$ cat src/rtl/zc_sched_pkg.sv
// Shared types and constants for the zero-crossing event scheduler.
// Optional dead-time logic in the top is enabled with `define ZC_HOLDOFF_EN.
package zc_sched_pkg;

  localparam int DEF_NUM_CHANNELS = 16;
  localparam int DEF_LANE_BITS    = 4;
  localparam int DEF_TS_WIDTH     = 32;
  localparam int DEF_FIFO_DEPTH   = 4;

  // FIFO entry: {filtered mask, direction word, frame index}
  localparam int ENTRY_W = 2 * DEF_NUM_CHANNELS + DEF_TS_WIDTH - DEF_LANE_BITS;

  typedef enum logic [1:0] {
    DIR_BOTH = 2'b00,
    DIR_RISE = 2'b01,
    DIR_FALL = 2'b10,
    DIR_NONE = 2'b11
  } dir_sel_e;

  typedef enum logic {
    IDLE = 1'b0,
    EMIT = 1'b1
  } sched_state_e;

  // Scanning downwards leaves the index of the lowest set bit; 0 for an empty mask.
  function automatic logic [DEF_LANE_BITS-1:0] lowest_set(input logic [DEF_NUM_CHANNELS-1:0] mask);
    lowest_set = '0;
    for (int i = DEF_NUM_CHANNELS - 1; i >= 0; i--) begin
      if (mask[i]) lowest_set = DEF_LANE_BITS'(i);
    end
  endfunction

endpackage

$ cat src/rtl/zc_mask_fifo.sv
// Synchronous mask-word FIFO; a push at full is accepted when a pop happens at the same edge.
module zc_mask_fifo
  import zc_sched_pkg::*;
#(
  parameter int W     = ENTRY_W,
  parameter int DEPTH = DEF_FIFO_DEPTH
) (
  input  logic         clk,
  input  logic         rst_n,
  input  logic         clear,
  input  logic         push,
  input  logic         pop,
  input  logic [W-1:0] wr_data,
  output logic [W-1:0] rd_data,
  output logic         full,
  output logic         empty
);

  localparam int AW = $clog2(DEPTH);

  logic [W-1:0]  mem [DEPTH];
  logic [AW:0]   wr_ptr, rd_ptr;
  logic          wr_en, rd_en;

  assign empty = (wr_ptr == rd_ptr);
  assign full  = (wr_ptr[AW] != rd_ptr[AW]) && (wr_ptr[AW-1:0] == rd_ptr[AW-1:0]);
  assign wr_en = push && !clear && (!full || pop);
  assign rd_en = pop && !clear && !empty;

  // NOTE: sequential state uses non-blocking assignments so every flop samples pre-edge values.
  always_ff @(posedge clk or negedge rst_n) begin
    if (!rst_n) begin
      wr_ptr <= '0;
      rd_ptr <= '0;
    end else if (clear) begin
      wr_ptr <= '0;
      rd_ptr <= '0;
    end else begin
      if (wr_en) wr_ptr <= wr_ptr + (AW+1)'(1);
      if (rd_en) rd_ptr <= rd_ptr + (AW+1)'(1);
    end
  end

  // NOTE: storage is not reset; the pointers alone define which entries are meaningful.
  always_ff @(posedge clk) begin
    if (wr_en) mem[wr_ptr[AW-1:0]] <= wr_data;
  end

  assign rd_data = mem[rd_ptr[AW-1:0]];

endmodule

$ cat src/rtl/zc_event_scheduler.sv
// Serialises buffered zero-crossing mask words into a one-event-per-cycle timestamped stream.
// `define ZC_HOLDOFF_EN adds a dead time that silently drops events too close to the last one.
module zc_event_scheduler
  import zc_sched_pkg::*;
#(
  parameter int NUM_CHANNELS = DEF_NUM_CHANNELS,
  parameter int LANE_BITS    = DEF_LANE_BITS,
  parameter int TS_WIDTH     = DEF_TS_WIDTH,
  parameter int FIFO_DEPTH   = DEF_FIFO_DEPTH
`ifdef ZC_HOLDOFF_EN
  , parameter int HOLDOFF_SAMPLES = 8
`endif
) (
  input  logic                    clk,
  input  logic                    rst_n,
  input  logic                    sync_clear,
  input  logic                    enable,
  input  logic [1:0]              dir_select,
  input  logic                    valid_in,
  input  logic [NUM_CHANNELS-1:0] zero_mask_in,
  input  logic [NUM_CHANNELS-1:0] zero_dir_in,
  output logic                    evt_valid,
  input  logic                    evt_ready,
  output logic [TS_WIDTH-1:0]     evt_timestamp,
  output logic [LANE_BITS-1:0]    evt_lane,
  output logic                    evt_dir,
  output logic                    evt_last,
  output logic [15:0]             overflow_cnt,
  output logic                    busy
);

  localparam int FW = TS_WIDTH - LANE_BITS;
  localparam int EW = 2 * NUM_CHANNELS + FW;

  sched_state_e          state_q, state_d;
  logic [FW-1:0]         frame_cnt;
  logic [NUM_CHANNELS-1:0] sel, fm;
  logic                  push_req, fifo_push, drop, pop, consume, suppress;
  logic                  fifo_full, fifo_empty;
  logic [EW-1:0]         fifo_rd;
  logic [NUM_CHANNELS-1:0] work_mask, work_dir, rest_mask;
  logic [FW-1:0]         work_frame;
  logic [LANE_BITS-1:0]  lane;
  logic [TS_WIDTH-1:0]   cand_ts;
  logic                  in_emit, last_bit;

  always_comb begin
    sel = '1;
    case (dir_sel_e'(dir_select))
      DIR_RISE: sel = zero_dir_in;
      DIR_FALL: sel = ~zero_dir_in;
      DIR_NONE: sel = '0;
      default:  sel = '1;
    endcase
    fm = zero_mask_in & sel;
  end

  assign push_req  = valid_in && enable && (fm != '0) && !sync_clear;
  assign fifo_push = push_req && (!fifo_full || pop);
  assign drop      = push_req && fifo_full && !pop;

  zc_mask_fifo #(.W(EW), .DEPTH(FIFO_DEPTH)) u_fifo (
    .clk     (clk),
    .rst_n   (rst_n),
    .clear   (sync_clear),
    .push    (fifo_push),
    .pop     (pop),
    .wr_data ({fm, zero_dir_in, frame_cnt}),
    .rd_data (fifo_rd),
    .full    (fifo_full),
    .empty   (fifo_empty)
  );

  assign in_emit   = (state_q == EMIT);
  assign lane      = lowest_set(work_mask);
  assign rest_mask = work_mask & (work_mask - NUM_CHANNELS'(1));
  assign last_bit  = (rest_mask == '0);
  assign cand_ts   = {work_frame, lane};

`ifdef ZC_HOLDOFF_EN
  logic [TS_WIDTH-1:0] last_ts;
  logic                last_ts_vld;

  // Modulo distance keeps the dead time correct across timestamp wrap.
  assign suppress = in_emit && last_ts_vld &&
                    ((cand_ts - last_ts) < TS_WIDTH'(HOLDOFF_SAMPLES));

  always_ff @(posedge clk or negedge rst_n) begin
    if (!rst_n) begin
      last_ts     <= '0;
      last_ts_vld <= 1'b0;
    end else if (sync_clear) begin
      last_ts     <= '0;
      last_ts_vld <= 1'b0;
    end else if (evt_valid && evt_ready) begin
      last_ts     <= cand_ts;
      last_ts_vld <= 1'b1;
    end
  end
`else
  assign suppress = 1'b0;
`endif

  // NOTE: every signal written here gets a default first so no latch is inferred.
  always_comb begin
    state_d   = state_q;
    pop       = 1'b0;
    consume   = 1'b0;
    evt_valid = 1'b0;
    case (state_q)
      IDLE: begin
        if (!fifo_empty) begin
          pop     = 1'b1;
          state_d = EMIT;
        end
      end
      EMIT: begin
        evt_valid = !suppress;
        consume   = suppress || evt_ready;
        if (consume && last_bit) begin
          if (!fifo_empty) pop = 1'b1;
          else             state_d = IDLE;
        end
      end
      default: state_d = IDLE;
    endcase
    if (sync_clear) begin
      state_d = IDLE;
      pop     = 1'b0;
      consume = 1'b0;
    end
  end

  always_ff @(posedge clk or negedge rst_n) begin
    if (!rst_n) begin
      state_q      <= IDLE;
      frame_cnt    <= '0;
      overflow_cnt <= '0;
      work_mask    <= '0;
      work_dir     <= '0;
      work_frame   <= '0;
    end else begin
      state_q <= state_d;
      if (sync_clear) begin
        frame_cnt    <= '0;
        overflow_cnt <= '0;
        work_mask    <= '0;
        work_dir     <= '0;
        work_frame   <= '0;
      end else begin
        if (valid_in) frame_cnt <= frame_cnt + FW'(1);
        if (drop && overflow_cnt != 16'hFFFF) overflow_cnt <= overflow_cnt + 16'd1;
        if (pop) begin
          work_mask  <= fifo_rd[EW-1 -: NUM_CHANNELS];
          work_dir   <= fifo_rd[FW +: NUM_CHANNELS];
          work_frame <= fifo_rd[FW-1:0];
        end else if (consume) begin
          work_mask  <= rest_mask;
        end
      end
    end
  end

  assign evt_timestamp = in_emit ? cand_ts : '0;
  assign evt_lane      = in_emit ? lane : '0;
  assign evt_dir       = in_emit && work_dir[lane];
  assign evt_last      = in_emit && last_bit;
  assign busy          = !fifo_empty || in_emit;

endmodule

$ cat config.mk
export PLATFORM = sky130hd
export DESIGN_NAME = zc_event_scheduler
export DESIGN_NICKNAME = d
export VERILOG_FILES = /design/src/rtl/zc_sched_pkg.sv /design/src/rtl/zc_mask_fifo.sv /design/src/rtl/zc_event_scheduler.sv
export SDC_FILE = /design/constraint.sdc
export NUM_CORES = 1
export LEC_CHECK = 0
export ABC_AREA = 1
export CORE_MARGIN = 4
export CORE_UTILIZATION = 64
export DETAILED_ROUTE_END_ITERATION = 8
export PLACE_DENSITY = 0.82
export SETUP_SLACK_MARGIN = 0.4
export SLEW_MARGIN = 20
export SYNTH_ARGS = -nofsm -noshare
export SYNTH_HDL_FRONTEND = slang
export SYNTH_HIERARCHICAL = 1
export SYNTH_SLANG_ARGS = --single-unit
export TNS_END_PERCENT = 100
$ cat constraint.sdc
create_clock -name clk -period 11.8 [get_ports clk]
set_input_delay 1.18 -clock clk [delete_from_list [all_inputs] [get_ports clk]]
set_output_delay 1.18 -clock clk [all_outputs]
set_load 0.01 [all_outputs]
==> summary.md, run 1 <==
| Metric | Value |
|---|---|
| CTS H-tree depth | `2` |
| Final max-slew violation count | `0` |
| Die W | `between 150 and 200 um` |
| Synth-to-layout area growth | `15.4%` |
| P per Cell Area | `154 nW/um^2` |
| Crit path cell chain | `clkdlybuf4s50_1 > clkinv_1 > nand3_2 > inv_2 > buf_4 > inv_1 > nand4_4 > nand2_4 > nor2_4 > buf_4` |
| Critical Path Source Type | `input pin` |
| Setup Skew | `roughly 20 ps` |
| Min-delay src | `work_frame[26]` |
| Crit-path max cell delay | `1140 ps` |
| Starting Density | `0.649` |
| CP max-delay cell | `clkinv_1` |
| Worst path depth | `10` |
| Critical path buffers and inverters | `6` |
| Final Util | `0.749` |
| CP arrival | `roughly 5300 ps` |
| GP Congestion | `roughly 0.9` |
| Post-Synth Adder-Cell Area | `0.00575` |
| Post-Synth XOR/XNOR Area | `0.0116` |
| Seq/Total Area, Yosys | `0.655` |
| Tot Pwr | `2.72 mW` |
| Multiplexer share of the synthesized area | `0.000657` |
| Clk_lat worst skew | `520 ps` |
| Number of I/O pins | `between 90 and 100` |
| Ant. Diodes | `0` |
| Worst slew margin | `0.302` |
| Hold Path Class | `reg2reg` |
| Slew at the pin closest to its max-slew limit | `1040 ps` |
| Share of layout cells above drive strength 1 | `0.0634` |
| VDD IR max | `92.4 uV` |
| Reg clk slew, reported paths | `60 ps` |
| Post-DP HPWL | `22,100 um` |
| Cell mode on critical path | `buf_4` |
| Clock buffer depth | `3` |
| Root buf cell | `clkbuf_16` |
| Via-to-Cell Ratio | `6.00` |
| First-pass GRT wire length | `57,400 um` |
| CP Class | `in2reg` |
| F_max | `195 MHz` |
| Largest family of logic cells by synthesized area | `simple AND/OR/NAND/NOR gates` |
| Area after DPL | `16,300 um^2` |
| Simple-gate portion of the synthesized area | `0.156` |
| Design Area, Final | `17,600 um^2` |
| Worst r2r src | `work_mask[0]` |
| R2R Setup Slk | `between 7000 and 8000 ps` |
| Final nets | `1,550` |
| Top cell type's share of synthesized area | `0.473` |
| Final setup vio count | `0` |
| Total core area | `23,500 um^2` |
| Die Y-Extent | `162 um` |
| FP Rows | `56` |
| Crit path required time | `11,950 ps` |
| Detailed Route WL | `between 30,000 and 40,000 um` |
| Vias | `11.1k` |
| RR Endpoint | `u_fifo/mem[0][35]` |
| Synth Cell Area | `15,200 um^2` |
| Synth async-reset ratio | `0.316` |
| Drt first-iter violations | `1,328` |
| Post-synthesis net count | `1,477` |
| Final period util | `0.436` |
| Hold Crit Depth | `1` |
| DIE AREA | `26,400 um^2` |
| Filler cell count | `1,510` |
| Setup TNS | `0 ps` |
| Number of global-route vias before repair | `11.1k` |
| #FFs+latches synth | `351` |
| R2r worst-path depth | `15` |
| Min-Delay Endpoint | `work_frame[26]` |
| CTS tree | `built` |
| Worst hold slack | `494 ps` |
| Post-route ant nets | `0` |
| Largest area contributor in the netlist | `edfxtp_1` |
| Global Route Usage Sum | `0.276` |
| Mean Syn Cell Area | `10.7 um^2` |
| Post-synth cell types | `45` |
| Post CTS Setup Buffer Count | `0` |
| Wire length per cell | `19.6 um` |
| Port bufs | `between 90 and 100` |
| Compound-Gate Fraction of Synth Area | `0.118` |
| Yosys warnings | `6` |
| Worst-path maximum fanout | `65` |
| GRT Residual Overflow | `0` |
| Clock Sinks | `351` |
| Post-synth EDFFs | `240` |
| Setup crit end kind | `flip-flop` |
| Leakage power | `7.01 nW` |
| Post_cts resized | `0` |
| Post-route DRC | `0` |
| Initial antenna violation count | `0` |
| Largest delay contributor family on the critical path | `buffers and inverters` |
| Num CTS Buffers | `36` |
| Hold_buf cts | `0` |
| Area contributors post-synth | `edfxtp_1 (47%), dfrtp_1 (18%), nor2_1 (5.4%)` |
| Unrepaired setup endpoints after global routing | `no` |
| Tmin final | `5140 ps` |
| Drt pass-1 iters | `7` |
| Status | `completed` |
| Max cap viols | `0` |
| Largest net degree at the start of global routing | `88` |
| Ys flop type | `edfxtp_1` |
| Hold Vio Cnt, Final | `0` |
| Post-Syn Instances | `~1.4k` |
worst reg2reg max path, delay by kind of cell (launching register included):
family | cells | cell delay [ps]
and+or+nand+nor | 10 | 2200
AOI/OAI and AO/OA | 1 | 120
buffers and inverters | 4 | 1490
DFF | 1 | 410
cells by family after synthesis:
| group | Yosys count |
|---|---|
| AOI/OAI and AO/OA | 308 |
| xor gates and xnor gates | 18 |
| adders and majority gates | 7 |
| buffers and inverters | 189 |
| DFF | 351 |
| muxes | 1 |
| and+or+nand+nor | 556 |
metrics by stage:
stage | setup slack [ps] | instances
after floorplan | 6170 | 1430
after global placement | 6200 | 1784
after detailed placement | 6180 | 1784
after CTS | 6710 | 1848
after global routing | 6360 | 1848
final | 6660 | 1848
placed cells by master, fill, tap and decap left out, drive strengths merged, types with 2 or more instances in the layout:
cell and instances:
edfxtp 240, nor2 222, nand2 218, o21ai 164, inv 115, dfrtp 111, clkdlybuf4s50 94, nand3 64
o22ai 60, clkbuf 41, a22o 36, a21oi 36, nor3 19, clkinv 16, xor2 14, nand4 14
nor4 14, buf 12, ha 7, bufinv 7, xnor2 4, o211a 3, nor3b 3, a31oi 3
clkinvlp 3, o31ai 2, o221ai 2
metal layers:
metal,routed length [um],vias up,track usage,share of wire
li1,-,5119,-,-
met1,14700,5314,0.398,0.41
met2,17300,577,0.437,0.48
met3,3250,75,0.0433,0.090
met4,869,0,0.0957,0.024
met5,0,-,0,0
worst max-delay path by stage:
stage                  startpoint                end  slack, ps
finish                 sync_clear  u_fifo/mem[0][35]       6660
global route           sync_clear  u_fifo/mem[0][35]       6360
CTS                    sync_clear  u_fifo/mem[0][35]       6710
detailed placement     sync_clear  u_fifo/mem[0][28]       6180
global placement       sync_clear  u_fifo/mem[0][28]       6200
floorplan           dir_select[0]   u_fifo/mem[0][0]       6170
sequential cells by signal (all words and copies together) (netlist names):
name           cells
work_dir          16
u_fifo/rd_ptr      3
in_emit            1
u_fifo/wr_ptr      3
frame_cnt         28
work_mask         16
overflow_cnt      16
u_fifo/mem       240
work_frame        28
final cells by class:
type                            instances  area (um^2)  area share
Inverter                              118          443      0.0252
Sequential cell                       351         9990       0.568
Timing Repair Buffer                  106         1030      0.0586
Multi-Input combinational cell        890         4480       0.255
Clock inverter                         23          304      0.0173
Tap cell                              319          399      0.0227
Clock buffer                           41          941      0.0535
report_power, final:
part / internal [mW] / total [mW] / switching (mW)
sequential: 1.33 / 1.35 / 0.0141
clock: 0.729 / 1.20 / 0.467
combinational: 0.0583 / 0.172 / 0.113
synth_stat cells (9+ instances only):
master,instances
buf_2,22
nand2_1,212
nor4_1,12
a21oi_1,35
o22ai_1,60
nand4_1,13
o21ai_0,155
nand3_1,61
o21ai_1,9
edfxtp_1,240
dfrtp_1,111
a22o_1,36
xor2_1,14
nor3_1,17
clkbuf_1,34
inv_1,110
nor2_1,218
No activity file was read; power rests on OpenSTA's default activity.
==> inputs of run 2 (changes only) <==
CORE_UTILIZATION = 54   (was 64)
PLACE_DENSITY = 0.74   (was 0.82)
clock period = 4.3 ns   (was 11.8 ns; I/O delays follow)
==> summary.md, run 2 (synthesis results as in run 1) <==
| Metric | Value |
|---|---|
| Cell Count, Final, Fillers Out | `1,915` |
| Sequential share of power | `0.516` |
| Synth-to-layout area growth | `15.8%` |
| Max FFs per register | `240` |
| Area after DPL | `16,500 um^2` |
| Met2 WL | `16,800 um` |
| Clock power share | `0.416` |
| Post CTS Setup Buffer Count | `0` |
| Int Power | `around 5.6 mW` |
| P per Cell Area | `roughly 410 nW/um^2` |
| R2R Setup Slk | `slightly above 700 ps` |
| Unrepaired setup endpoints after global routing | `no` |
| F_max | `279 MHz` |
| Failing checks | `negative hold slack` |
| Via-to-Cell Ratio | `about 5.7` |
| Post-Place Setup Slack | `540 ps` |
| Tmin final | `3580 ps` |
| Wire length per cell | `18.7 um` |
| Post-route ant nets | `0` |
| Design Area, Final | `17,600 um^2` |
| Worst hold slack | `-17.3 ps` |
| First-pass GRT wire length | `~57,000 um` |
| Combinational share of power | `0.068` |
| Max cap viols | `0` |
| Critical Path Source Type | `flip-flop` |
| Starting Density | `0.549` |
| Highest routed layer | `met5` |
| Critical path buffers and inverters | `4` |
| Worst-path maximum fanout | `32` |
| Final max-slew violation count | `0` |
| GRT Residual Overflow | `0` |
| Commonest cells after routing, fill and taps aside | `edfxtp_1 (240), nor2_1 (214), nand2_1 (210)` |
| Crit path cell chain | `nor2_2 > nand2_2 > inv_1 > nand2_1 > nand2_1 > inv_1 > nor4_1 > nand4_1 > nand2_1 > nand3_2 > a21oi_1 > inv_1 > nor2_1 > nand2_4 > nor2_4 > buf_4` |
| CP arrival | `3730 ps` |
| Switching Fraction | `0.219` |
| Number of I/O pins | `96` |
| FP Rows | `61` |
| Port bufs | `95` |
| Share of layout cells above drive strength 1 | `0.0664` |
| Worst slew margin | `0.283` |
| M1 wire length | `15,500 um` |
| Final setup vio count | `0` |
| Vias | `11.0k` |
| Crit path required time | `4440 ps` |
| Die W | `between 150 and 200 um` |
| Post-DP HPWL | `21,800 um` |
| CTS H-tree depth | `2` |
| P_sw | `~1.6 mW` |
| Clk_lat worst skew | `500 ps` |
| Drt pass-1 iters | `5` |
| Setup Skew | `8.41 ps` |
| Most common cell after layout, fill and taps aside | `edfxtp_1` |
| CP Class | `reg2reg` |
| Setup slack after layout | `715 ps` |
| Placed cells | `1,851` |
| Largest net degree at the start of global routing | `122` |
| Number of global-route vias before repair | `10.7k` |
| Largest delay contributor family on the critical path | `simple AND/OR/NAND/NOR gates` |
| Detailed Route WL | `35,800 um` |
| Crit-path max cell delay | `460 ps` |
| Reg clk slew, reported paths | `60 ps` |
| Final nets | `1,558` |
| Final period util | `0.834` |
| DIE AREA | `between 30,000 and 40,000 um^2` |
| Final Util | `0.635` |
| CTS tree | `built` |
| VDD IR max | `305 uV` |
| Total core area | `27,800 um^2` |
| Setup TNS | `0 ps` |
| Die Y-Extent | `176 um` |
| Status | `complete, but fails checks` |
| Drt first-iter violations | `888` |
| Clock buffer depth | `3` |
| Post-route DRC | `0` |
| Hold Vio Cnt, Final | `24` |
| Ant. Diodes | `0` |
| Tot Pwr | `between 7 and 8 mW` |
| Slew at the pin closest to its max-slew limit | `1080 ps` |
| Initial antenna violation count | `2` |
| Num CTS Buffers | `36` |
| Global Route Usage Sum | `0.232` |
| Met3 routed WL | `2730 um` |
| Clock Sinks | `351` |
| Setup crit end kind | `flip-flop` |
| Root buf cell | `clkbuf_16` |
| Leakage power | `7.01 nW` |
| Hold Path Class | `in2async` |
| GP Congestion | `0.897` |
| CP max-delay cell | `nor4_1` |
==> run 2: cell type report <==
cell class / instances / area, um^2
timing repair buffer: 114 / 1130
inverter: 118 / 444
multi-input combinational: 890 / 4480
fill: 2160 / 10100
sequential: 351 / 9990
clock buffer: 53 / 1030
clock inverter: 11 / 103
tap: 378 / 473
==> run 2: final timing paths <==
path,cells past startpoint,from,end
hold reg to reg,1,work_frame[25],work_frame[25]
setup reg to reg,16,work_mask[0],u_fifo/mem[0][34]
min in group clk,1,work_frame[25],work_frame[25]
hold / removal,1,rst_n,frame_cnt[10]
max in group asynchronous,2,rst_n,work_mask[14]
setup / recovery,16,work_mask[0],u_fifo/mem[0][34]
==> run 2: routing by layer <==
metal	vias to the layer above	GRT usage
met5	-	0
met1	5330	0.335
met2	470	0.367
li1	5141	-
met3	64	0.0400
met4	2	0.0699
==> run 2: what timing repair did <==
item	CTS	global route
setup endpoints to repair	0	59
gates resized for setup	0	4
hold buffers	0	0
==> run 2: power by group through the flow <==
stage | sequential [mW] | clock [mW] | combinational (mW)
2_1_floorplan | 3.76 | 0 | 0.302
3_3_place_gp | 3.76 | 0 | 0.467
3_5_place_dp | 3.77 | 0 | 0.478
4_1_cts | 3.70 | 3.02 | 0.481
5_1_grt | 3.70 | 3.19 | 0.540
6_report | 3.70 | 2.98 | 0.487
